File: src/rtl/rs232_pkg.sv
// Shared RS232 constants and baud arithmetic for the transmit and receive paths.
// Latency: n/a (package only).
// Backpressure: n/a (package only).
package rs232_pkg;

    localparam int FRAME_BITS_8N1 = 10;
    localparam int FRAME_BITS_8E1 = 11;

    // Bit counter value meaning "no frame in flight"; frame slots count down to it.
    localparam logic [3:0] BIT_CNT_IDLE = 4'd0;

    // Clocks per bit, truncated toward zero.
    function automatic longint baud_count_full(input real clock_freq, input real baud_rate);
        real    ratio;
        longint n;
        ratio = clock_freq / baud_rate;
        n     = longint'(ratio);
        if (real'(n) > ratio) begin
            n = n - 64'sd1;
        end
        return n;
    endfunction

    // Half a bit period, used by the receiver to land on mid-bit.
    function automatic longint baud_count_half(input real clock_freq, input real baud_rate);
        return baud_count_full(clock_freq, baud_rate) / 2;
    endfunction

endpackage

File: src/rtl/rs232_baud_gen.sv
// Bit-period tick generator: down-counter whose sign bit flags underflow.
// Latency: first tick COUNT_FULL clocks after hold drops; then every COUNT_FULL clocks.
// Backpressure: none; hold parks the counter at its reload value.
module rs232_baud_gen #(
    parameter longint COUNT_FULL = 10
) (
    input  logic clock,
    input  logic resetn,
    input  logic hold,
    output logic tick
);
    localparam int             W      = $clog2(COUNT_FULL - 1) + 1;
    localparam logic [W-1:0]   RELOAD = W'(COUNT_FULL - 64'sd2);

    logic [W-1:0] cnt_q, cnt_d;

    assign tick = cnt_q[W-1];

    // Count down; reload on underflow or while held so a period always starts full.
    always_comb begin
        cnt_d = cnt_q - 1'b1;
        if (hold || cnt_q[W-1]) begin
            cnt_d = RELOAD;
        end
    end

    // Counter register.
    always_ff @(posedge clock or negedge resetn) begin
        if (!resetn) begin
            cnt_q <= RELOAD;
        end else begin
            cnt_q <= cnt_d;
        end
    end

endmodule

File: src/rtl/axis_to_rs232.sv
// AXI-stream byte to 8N1 (8E1 with RS232_TX_PARITY_EN) serial frame, gated by CTSn flow control.
// Latency: txd_pin falls 1 clock after the ivalid&&iready handshake; each bit lasts BAUD_COUNT_FULL clocks.
// Backpressure: iready is low during a frame and while CTSn is deasserted; a started frame always completes.
module axis_to_rs232
    import rs232_pkg::*;
#(
    parameter real CLOCK_FREQ = 133000000.0,
    parameter real BAUD_RATE  = 115200.0
) (
    input  logic       clock,
    input  logic       resetn,
    input  logic [7:0] idata,
    input  logic       ivalid,
    output logic       iready,
    output logic       txd_pin,
    input  logic       ctsn_pin,
    output logic       busy
);
    localparam longint BAUD_COUNT_FULL = baud_count_full(CLOCK_FREQ, BAUD_RATE);

`ifdef RS232_TX_PARITY_EN
    localparam int FRAME_BITS = FRAME_BITS_8E1;
`else
    localparam int FRAME_BITS = FRAME_BITS_8N1;
`endif
    localparam logic [3:0] FRAME_LOAD = 4'(FRAME_BITS);

    if (BAUD_COUNT_FULL < 3) begin : g_baud_check
        $error("axis_to_rs232: CLOCK_FREQ/BAUD_RATE must be at least 3");
    end

    logic [1:0]            ctsn_sync_q, ctsn_sync_d;
    logic [FRAME_BITS-1:0] shift_q, shift_d;
    logic [3:0]            bit_cnt_q, bit_cnt_d;
    logic                  iready_q, iready_d;
    logic                  busy_q, busy_d;
    logic                  cts, idle, fire, tick;

    assign cts     = !ctsn_sync_q[1];
    assign idle    = (bit_cnt_q == BIT_CNT_IDLE);
    assign fire    = ivalid && iready_q;
    assign iready  = iready_q;
    assign busy    = busy_q;
    assign txd_pin = shift_q[0];

    rs232_baud_gen #(
        .COUNT_FULL (BAUD_COUNT_FULL)
    ) u_baud (
        .clock  (clock),
        .resetn (resetn),
        .hold   (idle),
        .tick   (tick)
    );

    // Load a frame on handshake, shift one bit per tick, and derive next-cycle iready/busy.
    always_comb begin
        ctsn_sync_d = {ctsn_sync_q[0], ctsn_pin};
        shift_d     = shift_q;
        bit_cnt_d   = bit_cnt_q;
        if (fire) begin
`ifdef RS232_TX_PARITY_EN
            shift_d = {1'b1, ^idata, idata, 1'b0};
`else
            shift_d = {1'b1, idata, 1'b0};
`endif
            bit_cnt_d = FRAME_LOAD;
        end else if (!idle && tick) begin
            // Shift in 1s so the line idles high once the stop bit has gone out.
            shift_d   = {1'b1, shift_q[FRAME_BITS-1:1]};
            bit_cnt_d = bit_cnt_q - 4'd1;
        end
        // CTS only matters when no frame is in flight; iready rises on the edge the stop bit ends.
        iready_d = (bit_cnt_d == BIT_CNT_IDLE) && cts;
        busy_d   = (bit_cnt_d != BIT_CNT_IDLE);
    end

    // State registers; reset drops the line to idle-high at once and abandons any frame.
    always_ff @(posedge clock or negedge resetn) begin
        if (!resetn) begin
            ctsn_sync_q <= 2'b11;
            shift_q     <= '1;
            bit_cnt_q   <= BIT_CNT_IDLE;
            iready_q    <= 1'b0;
            busy_q      <= 1'b0;
        end else begin
            ctsn_sync_q <= ctsn_sync_d;
            shift_q     <= shift_d;
            bit_cnt_q   <= bit_cnt_d;
            iready_q    <= iready_d;
            busy_q      <= busy_d;
        end
    end

endmodule

File: config.mk
export PLATFORM = sky130hd
export DESIGN_NAME = axis_to_rs232
export DESIGN_NICKNAME = d
export VERILOG_FILES = /design/src/rtl/rs232_pkg.sv /design/src/rtl/rs232_baud_gen.sv /design/src/rtl/axis_to_rs232.sv
export SDC_FILE = /design/constraint.sdc
export NUM_CORES = 1
export LEC_CHECK = 0
export CAP_MARGIN = 5
export CORE_MARGIN = 5
export CORE_UTILIZATION = 54
export DETAILED_ROUTE_END_ITERATION = 12
export PLACE_DENSITY = 0.79
export SLEW_MARGIN = 5
export SYNTH_ARGS = -nofsm -noshare
export SYNTH_HDL_FRONTEND = slang
export SYNTH_SLANG_ARGS = --single-unit
File: constraint.sdc
create_clock -name clock -period 1.9 [get_ports clock]
set_input_delay 0.19 -clock clock [delete_from_list [all_inputs] [get_ports clock]]
set_output_delay 0.19 -clock clock [all_outputs]
set_load 0.01 [all_outputs]
; ---- Word-level counts from Yosys, hierarchy flattened
; Index checks and enable logic that the tools add are counted.
[op_classes]
n_reduce_logical = 10
n_mux = 5
add_sub_neg = 2
[op_table]
columns = cell, count
row1 = 10-bit two-way mux, 2
row2 = 12-bit two-way mux, 1
row3 = "12-bit by 1-bit subtractor with 12-bit output, second input constant", 1
row4 = 4-bit logical NOT, 2
row5 = 4-bit two-way mux, 2
row6 = 4-bit nonzero test, 1
row7 = "4-bit by 1-bit subtractor with 4-bit output, second input constant", 1
row8 = 1-bit logical AND, 3
row9 = 1-bit logical NOT, 2
row10 = 2-bit nonzero test, 1
row11 = 1-bit logical OR, 1
[word_totals]
in_bits = 12
reg_bits = 30

; ---- Depth between registers and ports, before layout
; Gate-level depths: netlist of the first run.
[depth]
depth_word = 7
ltp_mapped = 7
ltp_nobuf = 6

; ---- Cells and area by module
; Synthesis of the first run repeated with hierarchy kept, for this count alone.
[unflattened]
cells_unflattened = 141
hier_area_um2 = 1390.1
[by_module_without_submodules]
columns = mod, seq_area_each_um2, n_inst, area_each_um2, cells_per_inst
row1 = axis_to_rs232, 439.2, 1, 823.3, 85
row2 = rs232_baud_gen, 302.8, 1, 566.8, 56

; ---- Worst setup path after synthesis of the first run
; No wires, ideal clock.
[synth_path]
path_type = register to register
start = register bit_cnt_q[0]
end = register u_baud.cnt_q[11]
slack_ps = 281
t_arrival_ps = 1523
required_time_ps = 1804
stages_incl_launch_ff = 8
setup_ps = 96
n_path_buf = 1
cell_sequence = dfrtp_1 inv_1 ha_1 nand2b_1 nor2_1 or2_2 clkbuf_1 nor4_2
[synth_via]
elab_chain_cells = 3
[synth_lines]
columns = item, line_no
row1 = "start, declared", axis_to_rs232.sv:34  ; logic [3:0] bit_cnt_q, bit_cnt_d;
row2 = "start signal, assigned", axis_to_rs232.sv:88  ; bit_cnt_q <= bit_cnt_d;
row3 = 4-bit logical NOT, axis_to_rs232.sv:40  ; assign idle = (bit_cnt_q == BIT_CNT_IDLE);
row4 = 1-bit logical OR, rs232_baud_gen.sv:22  ; if (hold || cnt_q[W-1]) begin
row5 = 12-bit two-way mux, rs232_baud_gen.sv:22
row6 = via u_baud.cnt_d[11], rs232_baud_gen.sv:15  ; logic [W-1:0] cnt_q, cnt_d;
row7 = "end signal, assigned", rs232_baud_gen.sv:32  ; cnt_q <= cnt_d;
row8 = "end, declared", rs232_baud_gen.sv:15
; The timed path passes the listed nets, and every way through them passes these cells.
; A chain may end at the register's enable or synchronous reset.

; ---- Worst setup path in the final report of the first run
[layout_path]
start = register u_baud.cnt_q[0]
end = register u_baud.cnt_q[8]
[layout_via]
elab_chain_cells = 2
[layout_lines]
columns = item, line_no
row1 = 12-bit by 1-bit subtractor with 12-bit output, rs232_baud_gen.sv:21  ; cnt_d = cnt_q - 1'b1;
row2 = 12-bit two-way mux, rs232_baud_gen.sv:22
row3 = via u_baud.cnt_d[8], rs232_baud_gen.sv:15
; The timed path passes the listed nets, and every way through them passes these cells.

==> results of run 1 <==
## kinds of logic (layout without fill, tap and decap cells)
kind of cell    count (synthesis)  in the layout  share of synthesized area (%)
simple gates                   48             48                           19.4
flops                          29             29                           55.0
buf+inv                         8             30                           2.50
mux                            10             10                           7.51
compound gates                 20             20                           8.62
xor+xnor                        8              8                           5.19
fa+ha+maj                       2              2                           1.85
## registers in the layout, summed over array words and instances, names as in the netlist
signal and count:
shift_q 9, iready 1, bit_cnt_q 4, busy 1
u_baud.cnt_q 12, ctsn_sync_q 2
## worst min-delay path by stage
stage,startpoint,endpoint,slack [ns],cells past startpoint
global route,resetn,bit_cnt_q[1]$_DFF_PN0_,0.23,2
floorplan,resetn,bit_cnt_q[0]$_DFF_PN0_,-0.11,0
finish,resetn,bit_cnt_q[1]$_DFF_PN0_,0.21,2
CTS,resetn,bit_cnt_q[1]$_DFF_PN0_,0.21,2
detailed placement,ctsn_sync_q[0]$_DFF_PN1_,ctsn_sync_q[1]$_DFF_PN1_,0.35,0
global placement,ctsn_sync_q[0]$_DFF_PN1_,ctsn_sync_q[1]$_DFF_PN1_,0.35,0
## worst max-delay path, delay by kind of cell (launching register included)
family	cells	cell delay, ns
xor+xnor	1	0.17
buf+inv	1	0.08
simple gates	3	0.75
fa+ha+maj	1	0.20
flops	1	0.42
## power groups by stage
| stage | Combinational (W) | Clock [W] | Sequential, W |
|---|---|---|---|
| floorplan | 0.000000302 | 0 | 0.000633 |
| global placement | 0.0000372 | 0 | 0.000633 |
| CTS | 0.0000374 | 0.000379 | 0.000622 |
| finish | 0.0000364 | 0.000364 | 0.000622 |
| detailed placement | 0.0000372 | 0 | 0.000633 |
| global route | 0.0000402 | 0.000407 | 0.000623 |
## layout by cell type, fill, tap and decap left out, drive strengths merged, types with 2 or more instances in the layout
cell	instances
or4	3
nor3	2
o21ai	2
ha	2
dfrtp	16
clkbuf	5
nand2	10
nand2b	2
mux2i	9
clkinv	2
inv	5
dfstp	13
nor2	22
xnor2	8
clkdlybuf4s50	14
nor4	3
a21oi	14
buf	3
nand3	2
## through the flow
stage | utilization (%) | setup WS (ns) | total power, W
final | 65.4 | 0.160 | 0.00102
after detailed placement | 63.1 | 0.172 | 0.000671
after CTS | 65.4 | 0.154 | 0.00104
after global routing | 65.4 | 0.0609 | 0.00107
after global placement | 63.1 | 0.281 | 0.000671
after floorplan | - | 0.281 | 0.000634
## layer usage
layer  GRT usage, %  vias up
li1               -      472
met1           17.9      473
met2           27.0       15
met3           7.13        7
met4           7.91        0
met5              0        -
## final cells by class
| type | count | area [um^2] | area share (%) |
|---|---|---|---|
| Sequential cell | 29 | 742 | 46.7 |
| Multi-Input combinational cell | 88 | 574 | 36.1 |
| Timing Repair Buffer | 17 | 163 | 10.2 |
| Clock buffer | 5 | 37.5 | 2.36 |
| Tap cell | 30 | 37.5 | 2.36 |
| Inverter | 5 | 18.8 | 1.18 |
| Clock inverter | 3 | 17.5 | 1.10 |
==> flow_summary.json, run 1 <==
{
  "synth-edff-count": 0,
  "start_util_pct": 55.5,
  "synth_top_area_share_pct": 29.7,
  "crit_slowest_cell": "or4b_4",
  "place_area_mm2": 0.00154,
  "first_pass_iters": 4,
  "antenna_found_initial": 0,
  "cts_buffer_depth": 2,
  "drive_gt1_share_pct": 23.8,
  "cp-endpoint": "u_baud.cnt_q[8]$_DFF_PN0_",
  "switching_power_w": 0.000240,
  "grt_pass1_vias": 1008,
  "fin_crit_ns": 1.74,
  "cts_resized": 0,
  "final_area_mm2": 0.00159,
  "reg2reg_slack_ns": 0.16,
  "yosysSeqAreaShare_pct": 55.0,
  "grt_overflow_total": 0,
  "coreArea_mm2": 0.00243,
  "vias": 967,
  "remaining_drc_errors": 0,
  "ys.warnings.count": 0,
  "clock_latency_ns": 0.34,
  "synthToLayoutAreaGrowth_pct": 17.8,
  "die_h_um": 60,
  "hp-class": "in -> async",
  "wl_per_cell_um": 14.1,
  "rsz0062_at_grt": "false",
  "path_max_fanout": 4,
  "cap_violations": 0,
  "reg2reg_to": "u_baud.cnt_q[8]$_DFF_PN0_",
  "cts_root_buf": "clkbuf_4",
  "drtIter0Drc": 39,
  "synth_largest_area_cell": "dfrtp_1",
  "dr_wl_met2_mm": 1.25,
  "drv_slew": 0,
  "syn_inst": 125,
  "worstMarginPinSlew_ns": 0.355,
  "grt_max_degree": 30,
  "status": "completed",
  "synth_common_cells": "nor2_1 (21), dfrtp_1 (16), a21oi_1 (14)",
  "cts_buffers": 5,
  "async_flop_share_pct": 100,
  "htreeDepth": 2,
  "io_pins": 15,
  "cp.arrival_ns": 1.95,
  "nFillCells": 202,
  "holdBufCountCts": 0,
  "ys_seq_elements": 29,
  "synth_nets": 139,
  "placed_cells": 169,
  "ys_top_cells_by_area": "dfrtp_1 (30%), dfstp_2 (25%), mux2i_1 (6.7%), nor2_1 (5.8%), a21oi_1 (5.2%)",
  "dr.max_layer_used": "met4",
  "cp-end-kind": "flip-flop",
  "finalHoldViolCount": 0,
  "cp-start-kind": "flip-flop",
  "post_drt_via_cell_ratio": 5.46,
  "synth_cell_types": 30,
  "rows": 18,
  "reg2reg_depth": 6,
  "critical_path_class": "reg -> reg",
  "achievable-frequency_mhz": 575,
  "fin_tns_setup_ns": 0,
  "post-cts-setup-buffers": 0,
  "dieArea_mm2": 0.00360,
  "cell_internal_pwr_w": 0.000782,
  "layout.nets": 160,
  "n_antenna_cell": 0,
  "synth_ff_type": "dfrtp_1",
  "stdcell_count": 177,
  "p_per_area_mw_per_mm2": 643,
  "finalSetupViolCount": 0,
  "portBuffers": 14,
  "hpwl_mm": 1.79,
  "grt_pass1_wl_mm": 4.26,
  "hold_slack_ns": 0.212,
  "final.period_utilization_pct": 91.6,
  "reg2reg_from": "u_baud.cnt_q[0]$_DFF_PN0_",
  "vdd_drop_max_uv": 523,
  "switching_share_pct": 23.5,
  "wirelength_mm": 2.50,
  "clkTransAtPathRegs_ns": 0.10,
  "p_leak_nw": 0.700,
  "combPwrFrac_pct": 3.6,
  "pwr-share-clk_pct": 35.6,
  "wl_met1_mm": 1.08,
  "fp.dieW_um": 60,
  "slowest_delay_ns": 0.51,
  "fin_skew_ns": 0.0157,
  "dr_wl_met3_um": 114,
  "cts_tree": "done",
  "slew_headroom_pct": 76.3,
  "cp.required_ns": 2.12,
  "startpoint": "u_baud.cnt_q[0]$_DFF_PN0_",
  "drtAntennaViolNets": 0,
  "avgSynthCellArea_um2": 10.8,
  "cts_sinks": 29,
  "synth_area_mm2": 0.00135,
  "gp_congestion": 0.864,
  "track_usage_pct": 16.4,
  "synth.most_common_cell": "nor2_1",
  "p_seq_share_pct": 60.9,
  "cp_cell_sequence": "inv_1 > ha_1 > or4b_4 > nor4_2 > xnor2_1 > nor2_2"
}
No activity file was read; power rests on OpenSTA's default activity.
==> run 2, diff against run 1 <==
Settings changed: CAP_MARGIN 5 to unset, HOLD_SLACK_MARGIN set to 0.06.
==> results of run 2 <==
No change in the layout: final DEF, timing and power equal those of run 1.
